==> config.mk <==
export PLATFORM = sky130hd
export DESIGN_NAME = kr580_mem_arbiter
export DESIGN_NICKNAME = d
export VERILOG_FILES = /design/src/rtl/kr580_mem_arbiter.sv
export SDC_FILE = /design/constraint.sdc
export NUM_CORES = 1
export LEC_CHECK = 0
export ABC_CLOCK_PERIOD_IN_PS = 1540
export CORE_AREA = 2 2 80 82
export CTS_CLUSTER_DIAMETER = 60
export DETAILED_ROUTE_END_ITERATION = 8
export DIE_AREA = 0 0 82 84
export PLACE_DENSITY = 0.76
export SETUP_SLACK_MARGIN = 0.5
export SYNTH_ARGS = -nofsm -noshare
export SYNTH_HDL_FRONTEND = slang
export SYNTH_SLANG_ARGS = --single-unit
==> constraint.sdc <==
create_clock -name clk -period 1.54 [get_ports clk]
set_clock_uncertainty 0.15 [all_clocks]
set_input_delay 0.231 -clock clk [delete_from_list [all_inputs] [get_ports clk]]
set_output_delay 0.231 -clock clk [all_outputs]
set_load 0.01 [all_outputs]
==> src/rtl/kr580_mem_arbiter.sv <==
// rtl/kr580_mem_arbiter.sv - three-port fixed-priority arbiter (vid > cpu > dma) for the shared KR580 memory
// Optional dma starvation guard: define ARB_STARVE_GUARD_EN.
module kr580_mem_arbiter #(
  parameter int AW           = 16,
  parameter int DW           = 8,
  parameter int STARVE_LIMIT = 8
) (
  input  logic          clk,
  input  logic          rst_n,
  input  logic          cpu_req,
  input  logic          cpu_we,
  input  logic [AW-1:0] cpu_addr,
  input  logic [DW-1:0] cpu_wdata,
  output logic          cpu_ack,
  input  logic          vid_req,
  input  logic          vid_we,
  input  logic [AW-1:0] vid_addr,
  input  logic [DW-1:0] vid_wdata,
  output logic          vid_ack,
  input  logic          dma_req,
  input  logic          dma_we,
  input  logic [AW-1:0] dma_addr,
  input  logic [DW-1:0] dma_wdata,
  output logic          dma_ack,
  output logic [DW-1:0] rdata,
  output logic [AW-1:0] mem_addr,
  output logic          mem_we,
  output logic [DW-1:0] mem_wdata,
  input  logic [DW-1:0] mem_rdata,
  output logic [2:0]    grant,
  output logic          busy
);

  localparam logic [1:0] ST_IDLE  = 2'd0;
  localparam logic [1:0] ST_ISSUE = 2'd1;
  localparam logic [1:0] ST_RESP  = 2'd2;

  generate
    if (STARVE_LIMIT < 1 || STARVE_LIMIT > 255) begin : g_bad_starve_limit
      $error("STARVE_LIMIT must be in 1..255");
    end
  endgenerate

  logic [1:0]    state;
  logic [2:0]    ack;
  logic [2:0]    pick;
  logic          starve_win;
  logic          pick_we;
  logic [AW-1:0] pick_addr;
  logic [DW-1:0] pick_wdata;

`ifdef ARB_STARVE_GUARD_EN
  localparam logic [7:0] LIMIT = 8'(STARVE_LIMIT);
  logic [7:0] starve_cnt;

  assign starve_win = dma_req && (starve_cnt >= LIMIT);

  // Counts IDLE cycles in which a pending dma request lost; saturates at 255.
  always_ff @(posedge clk or negedge rst_n) begin
    if (!rst_n) begin
      starve_cnt <= '0;
    end else if (!dma_req || (state == ST_IDLE && pick[2])) begin
      starve_cnt <= '0;
    end else if (state == ST_IDLE && starve_cnt != 8'hFF) begin
      starve_cnt <= starve_cnt + 8'd1;
    end
  end
`else
  assign starve_win = 1'b0;
`endif

  always_comb begin
    pick = 3'b000;
    if (starve_win)   pick = 3'b100;
    else if (vid_req) pick = 3'b001;
    else if (cpu_req) pick = 3'b010;
    else if (dma_req) pick = 3'b100;
  end

  always_comb begin
    pick_we    = 1'b0;
    pick_addr  = '0;
    pick_wdata = '0;
    unique case (pick)
      3'b001: begin
        pick_we    = vid_we;
        pick_addr  = vid_addr;
        pick_wdata = vid_wdata;
      end
      3'b010: begin
        pick_we    = cpu_we;
        pick_addr  = cpu_addr;
        pick_wdata = cpu_wdata;
      end
      3'b100: begin
        pick_we    = dma_we;
        pick_addr  = dma_addr;
        pick_wdata = dma_wdata;
      end
      default: begin
        pick_we    = 1'b0;
        pick_addr  = '0;
        pick_wdata = '0;
      end
    endcase
  end

  always_ff @(posedge clk or negedge rst_n) begin
    if (!rst_n) begin
      state     <= ST_IDLE;
      grant     <= 3'b000;
      ack       <= 3'b000;
      mem_addr  <= '0;
      mem_we    <= 1'b0;
      mem_wdata <= '0;
    end else begin
      case (state)
        ST_IDLE: begin
          if (|pick) begin
            state     <= ST_ISSUE;
            grant     <= pick;
            mem_addr  <= pick_addr;
            mem_we    <= pick_we;
            mem_wdata <= pick_wdata;
          end
        end
        ST_ISSUE: begin
          // Memory has sampled mem_* at this edge; the write strobe lasts one cycle.
          state  <= ST_RESP;
          mem_we <= 1'b0;
          ack    <= grant;
        end
        ST_RESP: begin
          state <= ST_IDLE;
          grant <= 3'b000;
          ack   <= 3'b000;
        end
        default: begin
          state  <= ST_IDLE;
          grant  <= 3'b000;
          ack    <= 3'b000;
          mem_we <= 1'b0;
        end
      endcase
    end
  end

  assign vid_ack = ack[0];
  assign cpu_ack = ack[1];
  assign dma_ack = ack[2];
  assign rdata   = mem_rdata;
  assign busy    = (state == ST_ISSUE) || (state == ST_RESP);

endmodule

==> metrics.md, run 1 <==
| Metric | Value |
|---|---|
| Worst Setup Start Kind | `flop` |
| Die height | `between 80 and 90 microns` |
| Number of pins exceeding their max-slew limit in the final report | `0` |
| Arrival time of the worst setup path | `between 1500 and 2000 ps` |
| Setup repair after global routing missed its margin | `true` |
| Fill cell instance count of the final layout | `around 570` |
| Share of the synthesized area in the top cell type | `a little over two fifths` |
| Clock tree root driver cell | `sky130_fd_sc_hd__clkbuf_8` |
| Crit-path max FO | `3` |
| Library cells used by synthesis | `25` |
| Flop2flop setup slack | `about 22 ps` |
| Via count of the first global-routing pass | `around 2200` |
| Starting DRC count in detailed routing | `72` |
| Met2 WL post-DR | `3380 microns` |
| Worst setup EP type | `flop` |
| Effective utilization at floorplan | `a little under a third` |
| Area grow syn2layout | `80.7%` |
| Clock sink count | `33` |
| Core region area | `between 6000 and 7000 sq um` |
| Failing checks | `negative hold slack` |
| Count of warnings emitted by yosys | `0` |
| Number of cells produced by synthesis | `between 200 and 250` |
| Number of top-level pins | `128` |
| Net count after synthesis | `around 310` |
| FF-to-FF path depth | `4` |
| Routed vias/inst | `a little under 5` |
| Outcome | `finished with violations` |
| Placed standard-cell area | `between 3000 and 4000 sq um` |
| DIE AREA | `about 7000 sq um` |
| Die width | `82 microns` |
| Largest net degree at the start of global routing | `32` |
| Register bit total from synthesis | `33` |
| Worst Max-Slew Pin Slew | `between 300 and 400 ps` |
| Final setup margin | `22.2 ps` |
| Post-synthesis average cell area | `between 8 and 9 sq um` |
| Cell area power density | `around 1500 nW/um^2` |
| Register area | `~830 sq um` |
| Worst reg2reg path startpoint | `state[1]` |
| Port Buffers | `111` |
| Reported leakage power | `1.67 nW` |
| Hold_ws | `-295 ps` |
| Setup Total Neg Slack | `0 ps` |
| Final GP Congestion | `just under 0.8` |
| DRC | `0` |
| Antenna-violating nets left | `0` |
| Clock insertion delay at the later pin of the skew report | `between 200 and 300 ps` |
| Combined area of the multi-input logic cells | `1020 sq um` |
| Type of the setup path with the least slack | `reg2reg` |
| Required time of the worst setup path | `roughly 1600 ps` |
| Layout cells sized above 1 | `a little under a third` |
| Post-layout min period | `~1500 ps` |
| Uppermost routed layer | `met4` |
| CTS max path bufs | `2` |
| First-pass GRT wire length | `approximately 10000 microns` |
| Endpoint of the most critical setup path | `state[1]` |
| Total count of hold-check failures in the final report | `14` |
| Sum of internal, switching and leakage power | `between 5 and 6 mW` |
| Mapped cell area | `between 1500 and 2000 sq um` |
| Detailed-routing iteration count for the pre-antenna-repair pass | `4` |
| Routed vias | `2156` |
| Global route total overflow | `0` |
| Cell row count | `29` |
| Worst r2r dst | `state[1]` |
| Pre-CTS setup slack | `-276 ps` |
| Number of inserted diodes | `0` |
| Launching element of the worst setup path | `state[1]` |
| Total of max-cap violations | `0` |
| # setup viols final | `0` |
| Half-perimeter wire length after placement | `approximately 4800 microns` |
| Share of the cycle needed by the critical path after routing | `roughly 99%` |
| Sum of routed wire length over all layers | `6570 microns` |
| Clock-pin transition on the worst setup and hold timing paths | `about 70 ps` |
| Average routed wire per standard cell | `around 15 microns` |
| Cell types with the largest area share after synthesis | `sky130_fd_sc_hd__dfrtp_1 43%, sky130_fd_sc_hd__a21o_1 9.7%, sky130_fd_sc_hd__o31ai_1 9.7%, sky130_fd_sc_hd__a31oi_1 7.7%, sky130_fd_sc_hd__buf_4 5.8%` |
| Relative slew margins | `roughly 76%` |
| CTS H-tree depth | `2` |
| GR Util All Layers | `around a fifth` |
| Total Nets Final | `450` |
| Maximum operating frequency | `approximately 660 MHz` |
| M1 wire length | `approximately 2800 microns` |
| Max rail drop VDD | `about 0.82 mV` |
| Portion of the post-synthesis area used by sequential elements | `roughly 43%` |
| Hold WC Path Type | `in2async` |
| Wire length on met3 | `~380 microns` |
| Initial antenna violation count | `0` |
| TritonCTS clock tree | `yes` |
| Final cell area excluding filler cells | `roughly 3500 sq um` |
| Library cell occupying the most area in the post-synthesis netlist | `sky130_fd_sc_hd__dfrtp_1` |
| Number of CTS-inserted buffers | `5` |
-- cells in the final DEF, fill, tap and decap left out, drive strengths merged, types with 2 or more instances in the layout --
| cell | n |
|---|---|
| a31oi | 24 |
| o21ai | 2 |
| clkbuf | 7 |
| o22ai | 2 |
| nor2 | 26 |
| a32oi | 2 |
| dfrtp | 33 |
| a21o | 25 |
| o31ai | 26 |
| a21oi | 2 |
| ha | 4 |
| inv | 8 |
| nand2 | 28 |
| buf | 84 |
| clkdlybuf4s50 | 76 |
-- area by class of cell --
class                   instances  area share [%]
clock buffers                   7            2.46
inverters                       8           0.927
multi-input cells             148            29.1
flip-flops and latches         33            23.5
well taps                      77            2.75
repair buffers                162            41.3
-- synth_stat cells (all sizes together) --
cell type,instances
dfrtp,33
nand2,28
nor2,26
o31ai,26
a21o,25
a31oi,24
buf,23
inv,8
clkbuf,4
ha,4
a21oi,2
a32oi,2
o21ai,2
o22ai,2
a22o,1
a32o,1
mux2,1
nor4b,1
o41a,1
o41ai,1
or2,1
-- worst min path at each step --
stage,from,end,cells after the start
floorplan,rst_n,ack[0],0
global placement,rst_n,state[1],1
detailed placement,rst_n,state[0],1
CTS,rst_n,mem_wdata[5],1
global route,rst_n,mem_wdata[6],1
finish,rst_n,mem_wdata[6],1
-- cell families (layout without fill, tap and decap cells) --
logic type | after synthesis | in the layout | share of synthesized area (%)
buf+inv | 35 | 177 | 10.5
flops | 33 | 33 | 42.5
fa+ha+maj | 4 | 4 | 2.58
compound gates | 87 | 87 | 32.3
mux | 1 | 1 | 0.580
simple gates | 56 | 56 | 11.5
-- timing repair --
| action | CTS | global route |
|---|---|---|
| hold endpoints to repair | 14 | 14 |
| pin swaps | 4 | 3 |
| resized for setup | 152 | 14 |
| endpoints found under the setup margin | 65 | 65 |
| setup buffers | 17 | 9 |
| cloned | 1 | 0 |
-- worst max-delay path, stage by stage (launching register included) --
cell and delay [ps]:
sky130_fd_sc_hd__dfrtp_1 400, sky130_fd_sc_hd__inv_2 100, sky130_fd_sc_hd__ha_4 170, sky130_fd_sc_hd__nor4b_4 260
sky130_fd_sc_hd__mux2_4 320
-- metal layers --
layer	vias up	track usage, %
met5	-	0
met4	0	5.45
met3	4	4.65
met2	75	32.5
met1	1015	22.4
li1	1062	-
-- power by group --
part           total (mW)  internal [mW]  switching, mW
logic                3.10           1.74           1.36
clock network       0.655          0.354          0.300
registers            1.50           1.28          0.225
-- metrics by stage --
step	hold slack, ps	instances	utilization, %
after global placement	6.07	401	53.0
after global routing	-285	435	57.6
after CTS	-292	426	55.5
after floorplan	-215	216	-
final	-295	435	57.6
after detailed placement	18.3	401	53.0
-- flip-flops by register name, summed over array words and instances, names as in the netlist --
register,flops
ack,3
state,2
mem_addr,16
mem_we,1
grant,3
mem_wdata,8
Note: power is estimated with default switching activity, not from simulation.
==> run 2, diff against run 1 <==
--- a/config.mk
+++ b/config.mk
@@ -6,10 +6,11 @@
 export NUM_CORES = 1
 export LEC_CHECK = 0
 export ABC_CLOCK_PERIOD_IN_PS = 1540
-export CORE_AREA = 2 2 80 82
+export CORE_AREA = 2 2 95 70
 export CTS_CLUSTER_DIAMETER = 60
 export DETAILED_ROUTE_END_ITERATION = 8
-export DIE_AREA = 0 0 82 84
+export DIE_AREA = 0 0 97 72
+export GPL_TIMING_DRIVEN = 0
 export PLACE_DENSITY = 0.76
 export SETUP_SLACK_MARGIN = 0.5
 export SYNTH_ARGS = -nofsm -noshare
==> run 2 against run 1 <==
  * The run still ends with negative hold slack left
  * Combinational power up 29%
  * Power is 19% higher
  * Clock power rose by 3.2%
  * Sequential cell count unchanged
  * Die area rose by 1.4%
  * Critical path type unchanged
  * Final cell count increased by 4.8%
  * Worst hold slack gained 180 ps
==> metrics.md, run 2 (synthesis gave the netlist of run 1 again) <==
| Metric | Value |
|---|---|
| Via count of the first global-routing pass | `2318 (was 2173)` |
| Most frequent cells in the layout | `75 x sky130_fd_sc_hd__clkdlybuf4s50_1, 44 x sky130_fd_sc_hd__buf_4, 33 x sky130_fd_sc_hd__dfrtp_1 (was 76 x sky130_fd_sc_hd__clkdlybuf4s50_1, 38 x sky130_fd_sc_hd__buf_4, 33 x sky130_fd_sc_hd__dfrtp_1)` |
| Arrival time of the worst setup path | `1510 ps (was 1530 ps)` |
| Area grow syn2layout | `100% (was 80.7%)` |
| Fill cell instance count of the final layout | `505 (was 571)` |
| Flop2flop setup slack | `50 ps (was 20 ps)` |
| Delay of the slowest cell on the worst path | `400 ps (about the same)` |
| CTS max path bufs | `2 (unchanged)` |
| Half-perimeter wire length after placement | `5010 microns (was 4760 microns)` |
| Final GP Congestion | `0.790 (was 0.770)` |
| Pre-CTS setup slack | `-420 ps (was -276 ps)` |
| Detailed-routing iteration count for the pre-antenna-repair pass | `4 (unchanged)` |
| Type of the setup path with the least slack | `reg2reg (unchanged)` |
| Worst Setup Start Kind | `flop (unchanged)` |
| Ordered list of cells on the worst path | `inv_2 -> ha_4 -> o31ai_4 -> buf_6 -> clkbuf_16 -> nand2_4 -> o31ai_2 (was inv_2 -> ha_4 -> nor4b_4 -> mux2_4)` |
| Maximum operating frequency | `669 MHz (was 659 MHz)` |
| Number of inserted diodes | `0 (unchanged)` |
| Number of CTS-inserted buffers | `5 (unchanged)` |
| Max rail drop VDD | `0.710 mV (was 0.817 mV)` |
| Global route total overflow | `0 (unchanged)` |
| FF-to-FF path depth | `7 (was 4)` |
| Hold WC Path Type | `in2async (unchanged)` |
| Routed vias | `2313 (was 2156)` |
| Highest-delay cell along the critical path | `sky130_fd_sc_hd__dfrtp_1 (unchanged)` |
| Reported leakage power | `1.85 nW (was 1.67 nW)` |
| Hold_ws | `-117 ps (was -295 ps)` |
| Number of pins exceeding their max-slew limit in the final report | `0 (unchanged)` |
| Clock insertion delay at the later pin of the skew report | `280 ps (was 270 ps)` |
| Routed vias/inst | `5.07 (was 4.96)` |
| Post-layout min period | `1490 ps (was 1520 ps)` |
| DRC | `0 (unchanged)` |
| Layout cells sized above 1 | `42.3% (was 31.0%)` |
| # setup viols final | `0 (unchanged)` |
| Worst setup EP type | `flop (unchanged)` |
| Die height | `72 microns (was 84 microns)` |
| Share of the cycle needed by the critical path after routing | `97.0% (was 98.6%)` |
| Worst Max-Slew Pin Slew | `802 ps (was 358 ps)` |
| CTS H-tree depth | `2 (unchanged)` |
| Worst Path Buf+Inv | `3 (was 1)` |
| Most common cell after layout, fill and taps aside | `sky130_fd_sc_hd__clkdlybuf4s50_1 (unchanged)` |
| Largest net degree at the start of global routing | `34 (was 32)` |
| GR Util All Layers | `21.4% (was 18.8%)` |
| First-pass GRT wire length | `12000 microns (was 9980 microns)` |
| Largest registers in the final layout | `mem_addr x16, mem_wdata x8 (unchanged)` |
| Worst r2r dst | `mem_wdata[4] (was state[1])` |
| Die width | `97 microns (was 82 microns)` |
| Clock-pin transition on the worst setup and hold timing paths | `70 ps (about the same)` |
| Total count of hold-check failures in the final report | `33 (was 14)` |
| Total of max-cap violations | `0 (unchanged)` |
| Average routed wire per standard cell | `17.2 microns (was 15.1 microns)` |
| Relative slew margins | `46.5% (was 76.1%)` |
| Port Buffers | `119 (was 111)` |
| Required time of the worst setup path | `1560 ps (was 1550 ps)` |
| Delay-heaviest family, CP | `buffers and inverters (was flip-flops)` |
| Crit-path max FO | `7 (was 3)` |
| Clock sink count | `33 (unchanged)` |
| DIE AREA | `6980 sq um (was 6890 sq um)` |
| Top register by number of flip-flops | `mem_addr (unchanged)` |
| Cell area power density | `1600 nW/um^2 (was 1500 nW/um^2)` |
| Starting DRC count in detailed routing | `63 (was 72)` |
| TritonCTS clock tree | `yes (unchanged)` |
| Core region area | `6040 sq um (was 6100 sq um)` |
| Final setup margin | `45.7 ps (was 22.2 ps)` |
| Outcome | `finished with violations (unchanged)` |
| Setup repair after global routing missed its margin | `true (unchanged)` |
| Antenna-violating nets left | `0 (unchanged)` |
| Clock tree root driver cell | `sky130_fd_sc_hd__clkbuf_8 (unchanged)` |
| Sum of routed wire length over all layers | `7830 microns (was 6570 microns)` |
| Initial antenna violation count | `0 (unchanged)` |
| Cell row count | `24 (was 29)` |
| Worst reg2reg path startpoint | `state[0] (was state[1])` |
| Total Nets Final | `470 (was 450)` |
| Final cell area excluding filler cells | `3890 sq um (was 3510 sq um)` |
| Effective utilization at floorplan | `32.2% (was 31.9%)` |
| Failing checks | `negative hold slack (unchanged)` |
| Placed standard-cell area | `3270 sq um (was 3230 sq um)` |
| Number of top-level pins | `128 (unchanged)` |
| Number of flip-flops in the largest register | `16 (unchanged)` |
==> run 2: cell count changes in the layout (fill, tap and decap cells not counted), moves of 6 or more <==
cell                            previous run  this run
sky130_fd_sc_hd__nand2_1                  27         3
sky130_fd_sc_hd__o31ai_1                  22         7
sky130_fd_sc_hd__nand2_2                   1        14
sky130_fd_sc_hd__o31ai_2                   2        15
sky130_fd_sc_hd__nand2_4                   0        11
sky130_fd_sc_hd__dlygate4sd2_1             1        11
sky130_fd_sc_hd__buf_4                    38        44
==> run 2: cell type report <==
| class | count | area (sq um) | share of cell area [%] |
|---|---|---|---|
| multi-input cells | 148 | 1230 | 31.7 |
| flip-flops and latches | 33 | 826 | 21.2 |
| well taps | 78 | 97.6 | 2.51 |
| repair buffers | 155 | 1370 | 35.3 |
| clock buffers | 7 | 86.3 | 2.22 |
| inverters | 8 | 32.5 | 0.836 |
| plain buffers | 27 | 241 | 6.20 |
==> run 2: worst reg2reg max path, delay by kind of cell (launching register included) <==
family / cells / cell delay, ps
buffers and inverters: 3 / 460
adder cells (fa/ha/maj): 1 / 160
AND/OR/NAND/NOR: 1 / 50
AO/OA/AOI/OAI: 2 / 160
flip-flops: 1 / 400
==> run 2: worst max-delay path by stage <==
stage,startpoint,to,slack [ps],cells after the start
floorplan,state[1],state[1],110,4
global placement,rst_n,mem_wdata[2],-620,1
detailed placement,vid_req,grant[1],-420,5
CTS,state[0],state[1],60,4
global route,state[1],mem_addr[4],-6,7
finish,state[0],mem_wdata[4],50,7
==> run 2: timing repair <==
item | 4_1_cts | 5_1_grt
endpoints found under the setup margin | 73 | 65
pin swaps | 14 | 14
gates cloned | 3 | 1
resized for setup | 194 | 48
setup buffers | 21 | 11
endpoints found under the hold margin | 33 | 33
==> run 2: per-stage QoR <==
step	cells	power [mW]	setup TNS (ps)	util [%]	hold slack [ps]
6_report	456	6.23	0	64.5	-117
5_1_grt	456	6.59	-18.5	64.5	-50.9
4_1_cts	444	5.37	0	59.1	-94.8
3_5_place_dp	413	4.12	-10480	54.1	217
3_3_place_gp	413	4.06	-30460	54.2	308
2_1_floorplan	216	2.77	0	-	-215
==> run 2: power by group <==
group / total, mW / internal, mW / leakage (nW) / switching [mW]
sequential: 1.55 / 1.28 / 0.412 / 0.273
combinational: 4.01 / 2.18 / 1.39 / 1.83
clock: 0.676 / 0.355 / 0.0443 / 0.321
==> run 2: per-layer routing <==
layer / vias up / global-route usage, % / wire (microns)
li1: 1100 / - / -
met1: 1118 / 29.0 / 3610
met2: 88 / 35.7 / 3700
met3: 7 / 5.49 / 477
met4: 0 / 3.29 / 39
met5: - / 0 / 0
==> run 3, diff against run 2 <==
--- a/config.mk
+++ b/config.mk
@@ -11,7 +11,7 @@
 export DETAILED_ROUTE_END_ITERATION = 8
 export DIE_AREA = 0 0 97 72
 export GPL_TIMING_DRIVEN = 0
-export PLACE_DENSITY = 0.76
+export PLACE_DENSITY_LB_ADDON = 0.3
 export SETUP_SLACK_MARGIN = 0.5
 export SYNTH_ARGS = -nofsm -noshare
 export SYNTH_HDL_FRONTEND = slang
==> run 3 against run 2 <==
  * The run still ends with negative hold slack left
  * Combinational power is 9.5% lower
  * Register-to-register slack about the same
  * Routed wire length is 3.2% lower
  * Sequential cell count unchanged
  * Sequential share of layout area grew 0.67 points
  * Critical path depth shrank 1
  * Non-clock buffer count is 5 lower
  * Clock-buffer cell count stayed put
  * Maximum frequency fell by 0.32%
  * Clock power up 6.8%
  * Worst hold slack worse by 7.1 ps
  * Setup slack worse by 4.9 ps
  * Highest routed layer unchanged
==> metrics.md, run 3 (synthesis gave the netlist of run 1 again) <==
| Metric | Value |
|---|---|
| Clock sink count | `33 (unchanged)` |
| Worst setup EP type | `flop (unchanged)` |
| Hold_ws | `-124 ps (was -117 ps)` |
| Number of CTS-inserted buffers | `5 (unchanged)` |
| Total Nets Final | `465 (was 470)` |
| Switching share of total power | `37.6% (was 38.9%)` |
| CTS H-tree depth | `2 (unchanged)` |
| Highest-delay cell along the critical path | `sky130_fd_sc_hd__dfrtp_1 (unchanged)` |
| Final cell area excluding filler cells | `3770 sq um (was 3890 sq um)` |
| Effective utilization at floorplan | `32.2% (unchanged)` |
| Crit-path max FO | `3 (was 7)` |
| Layout cells sized above 1 | `37.2% (was 42.3%)` |
| Die width | `97 microns (unchanged)` |
| Number of inserted diodes | `0 (unchanged)` |
| Number of flip-flops in the largest register | `16 (unchanged)` |
| Final Non-Filler Cells | `452 (was 456)` |
| # setup viols final | `0 (unchanged)` |
| Cell area power density | `1560 nW/um^2 (was 1600 nW/um^2)` |
| Detailed-routing iteration count for the pre-antenna-repair pass | `5 (was 4)` |
| Largest net degree at the start of global routing | `34 (unchanged)` |
| Combinational Power Share | `61.9% (was 64.3%)` |
| Port Buffers | `119 (unchanged)` |
| Total count of hold-check failures in the final report | `33 (unchanged)` |
| Max rail drop VDD | `0.814 mV (was 0.710 mV)` |
| Flop2flop setup slack | `40 ps (was 50 ps)` |
| Antenna-violating nets left | `0 (unchanged)` |
| Clock-pin transition on the worst setup and hold timing paths | `70 ps (about the same)` |
| Initial antenna violation count | `0 (unchanged)` |
| Core region area | `6040 sq um (unchanged)` |
| Clock tree root driver cell | `sky130_fd_sc_hd__clkbuf_8 (unchanged)` |
| Worst Setup Start Kind | `flop (unchanged)` |
| Most common cell after layout, fill and taps aside | `sky130_fd_sc_hd__clkdlybuf4s50_1 (unchanged)` |
| Routed vias/inst | `5.11 (was 5.07)` |
| DRC | `0 (unchanged)` |
| Switching power | `2.21 mW (was 2.42 mW)` |
| Top register by number of flip-flops | `mem_addr (unchanged)` |
| Sequential Power Share | `25.8% (was 24.8%)` |
| GR Util All Layers | `20.7% (was 21.4%)` |
| FF-to-FF path depth | `6 (was 7)` |
| Sum of internal, switching and leakage power | `5.87 mW (was 6.23 mW)` |
| Final GP Congestion | `0.800 (was 0.790)` |
| Worst r2r dst | `mem_we (was mem_wdata[4])` |
| Starting DRC count in detailed routing | `71 (was 63)` |
| Cell row count | `24 (unchanged)` |
| Required time of the worst setup path | `1540 ps (was 1560 ps)` |
| Area grow syn2layout | `94.3% (was 100%)` |
| Delay of the slowest cell on the worst path | `370 ps (was 400 ps)` |
| TritonCTS clock tree | `yes (unchanged)` |
| Total of max-cap violations | `0 (unchanged)` |
| DIE AREA | `6980 sq um (unchanged)` |
| Relative slew margins | `47.7% (was 46.5%)` |
| Type of the setup path with the least slack | `reg2reg (unchanged)` |
| CTS max path bufs | `2 (unchanged)` |
| Worst reg2reg path startpoint | `state[1] (was state[0])` |
| Worst Max-Slew Pin Slew | `785 ps (was 802 ps)` |
| Ordered list of cells on the worst path | `inv_2 -> ha_4 -> nor4b_4 -> buf_4 -> o21ai_1 -> o41ai_4 (was inv_2 -> ha_4 -> o31ai_4 -> buf_6 -> clkbuf_16 -> nand2_4 -> o31ai_2)` |
| Average routed wire per standard cell | `16.8 microns (was 17.2 microns)` |
| Post-layout min period | `1500 ps (was 1490 ps)` |
| Total placed cells including tap cells | `413 (unchanged)` |
| Reported leakage power | `1.78 nW (was 1.85 nW)` |
| Placed standard-cell area | `3270 sq um (unchanged)` |
| Half-perimeter wire length after placement | `5070 microns (was 5010 microns)` |
| Number of top-level pins | `128 (unchanged)` |
| Clock share of power | `12.3% (was 10.8%)` |
| Design internal power | `3.66 mW (was 3.81 mW)` |
| Setup repair after global routing missed its margin | `true (unchanged)` |
| Hold WC Path Type | `in2async (unchanged)` |
| Sum of routed wire length over all layers | `7580 microns (was 7830 microns)` |
| Arrival time of the worst setup path | `1500 ps (was 1510 ps)` |
| Clock insertion delay at the later pin of the skew report | `280 ps (about the same)` |
| Share of the cycle needed by the critical path after routing | `97.3% (was 97.0%)` |
| Die height | `72 microns (unchanged)` |
| Largest registers in the final layout | `mem_addr x16, mem_wdata x8 (unchanged)` |
| Outcome | `finished with violations (unchanged)` |
| Global route total overflow | `0 (unchanged)` |
| Maximum operating frequency | `667 MHz (was 669 MHz)` |
| Number of pins exceeding their max-slew limit in the final report | `0 (unchanged)` |
| Via count of the first global-routing pass | `2329 (was 2318)` |
| Failing checks | `negative hold slack (unchanged)` |
| First-pass GRT wire length | `11600 microns (was 12000 microns)` |
| Most frequent cells in the layout | `75 x sky130_fd_sc_hd__clkdlybuf4s50_1, 40 x sky130_fd_sc_hd__buf_4, 33 x sky130_fd_sc_hd__dfrtp_1 (was 75 x sky130_fd_sc_hd__clkdlybuf4s50_1, 44 x sky130_fd_sc_hd__buf_4, 33 x sky130_fd_sc_hd__dfrtp_1)` |
| Routed vias | `2311 (was 2313)` |
==> run 3: metal layers <==
layer	vias up	wire length, microns	track usage [%]
li1	1089	-	-
met1	1108	3460	28.3
met2	112	3500	33.8
met3	2	608	5.78
met4	0	8	3.44
met5	-	0	0
==> run 3: how the worst max path moves through the flow <==
stage,from,endpoint,slack [ps],cells past startpoint
detailed placement,vid_req,grant[1],-480,5
global route,state[0],mem_we,-8,6
finish,state[1],mem_we,40,6
global placement,rst_n,mem_wdata[1],-630,1
floorplan,state[1],state[1],110,4
CTS,state[1],mem_we,60,6
==> run 3: cell type report <==
| cell class | count | area (sq um) |
|---|---|---|
| Clock buffer | 7 | 96.3 |
| Inverter | 8 | 32.5 |
| Buffer | 27 | 234 |
| Timing Repair Buffer | 150 | 1330 |
| Clock inverter | 1 | 5.00 |
| Fill cell | 544 | 2260 |
| Multi-Input combinational cell | 148 | 1150 |
| Sequential cell | 33 | 826 |
| Tap cell | 78 | 97.6 |
==> run 3: critical path: cells and delay by family (launching register included) <==
kind / cells / cell delay (ps)
buf+inv: 2 / 200
flops: 1 / 370
simple gates: 1 / 130
compound gates: 2 / 330
fa+ha+maj: 1 / 170
==> run 3: stage by stage <==
stage	setup WS [ps]	hold WS [ps]	util [%]	TNS [ps]
6_report	40.8	-124	62.5	0
5_1_grt	-8.47	-71.5	62.5	-8.47
2_1_floorplan	105	-215	-	0
3_3_place_gp	-626	310	54.2	-31810
3_5_place_dp	-476	200	54.1	-12260
4_1_cts	62.1	-105	60.2	0
==> run 3: power groups by stage <==
stage	sequential (mW)	clock (mW)	combinational, mW
2_1_floorplan	1.68	0	1.08
3_3_place_gp	1.52	0	2.55
3_5_place_dp	1.53	0	2.60
4_1_cts	1.49	0.733	3.29
5_1_grt	1.54	0.770	3.86
6_report	1.52	0.722	3.63
==> run 3: repair_timing <==
item                                   in CTS  in global routing
pin swaps                                  10                  5
cloned                                      2                  0
endpoints found under the hold margin      33                 33
resized for setup                         197                 16
setup buffers                              20                  9
setup endpoints to repair                  73                 65
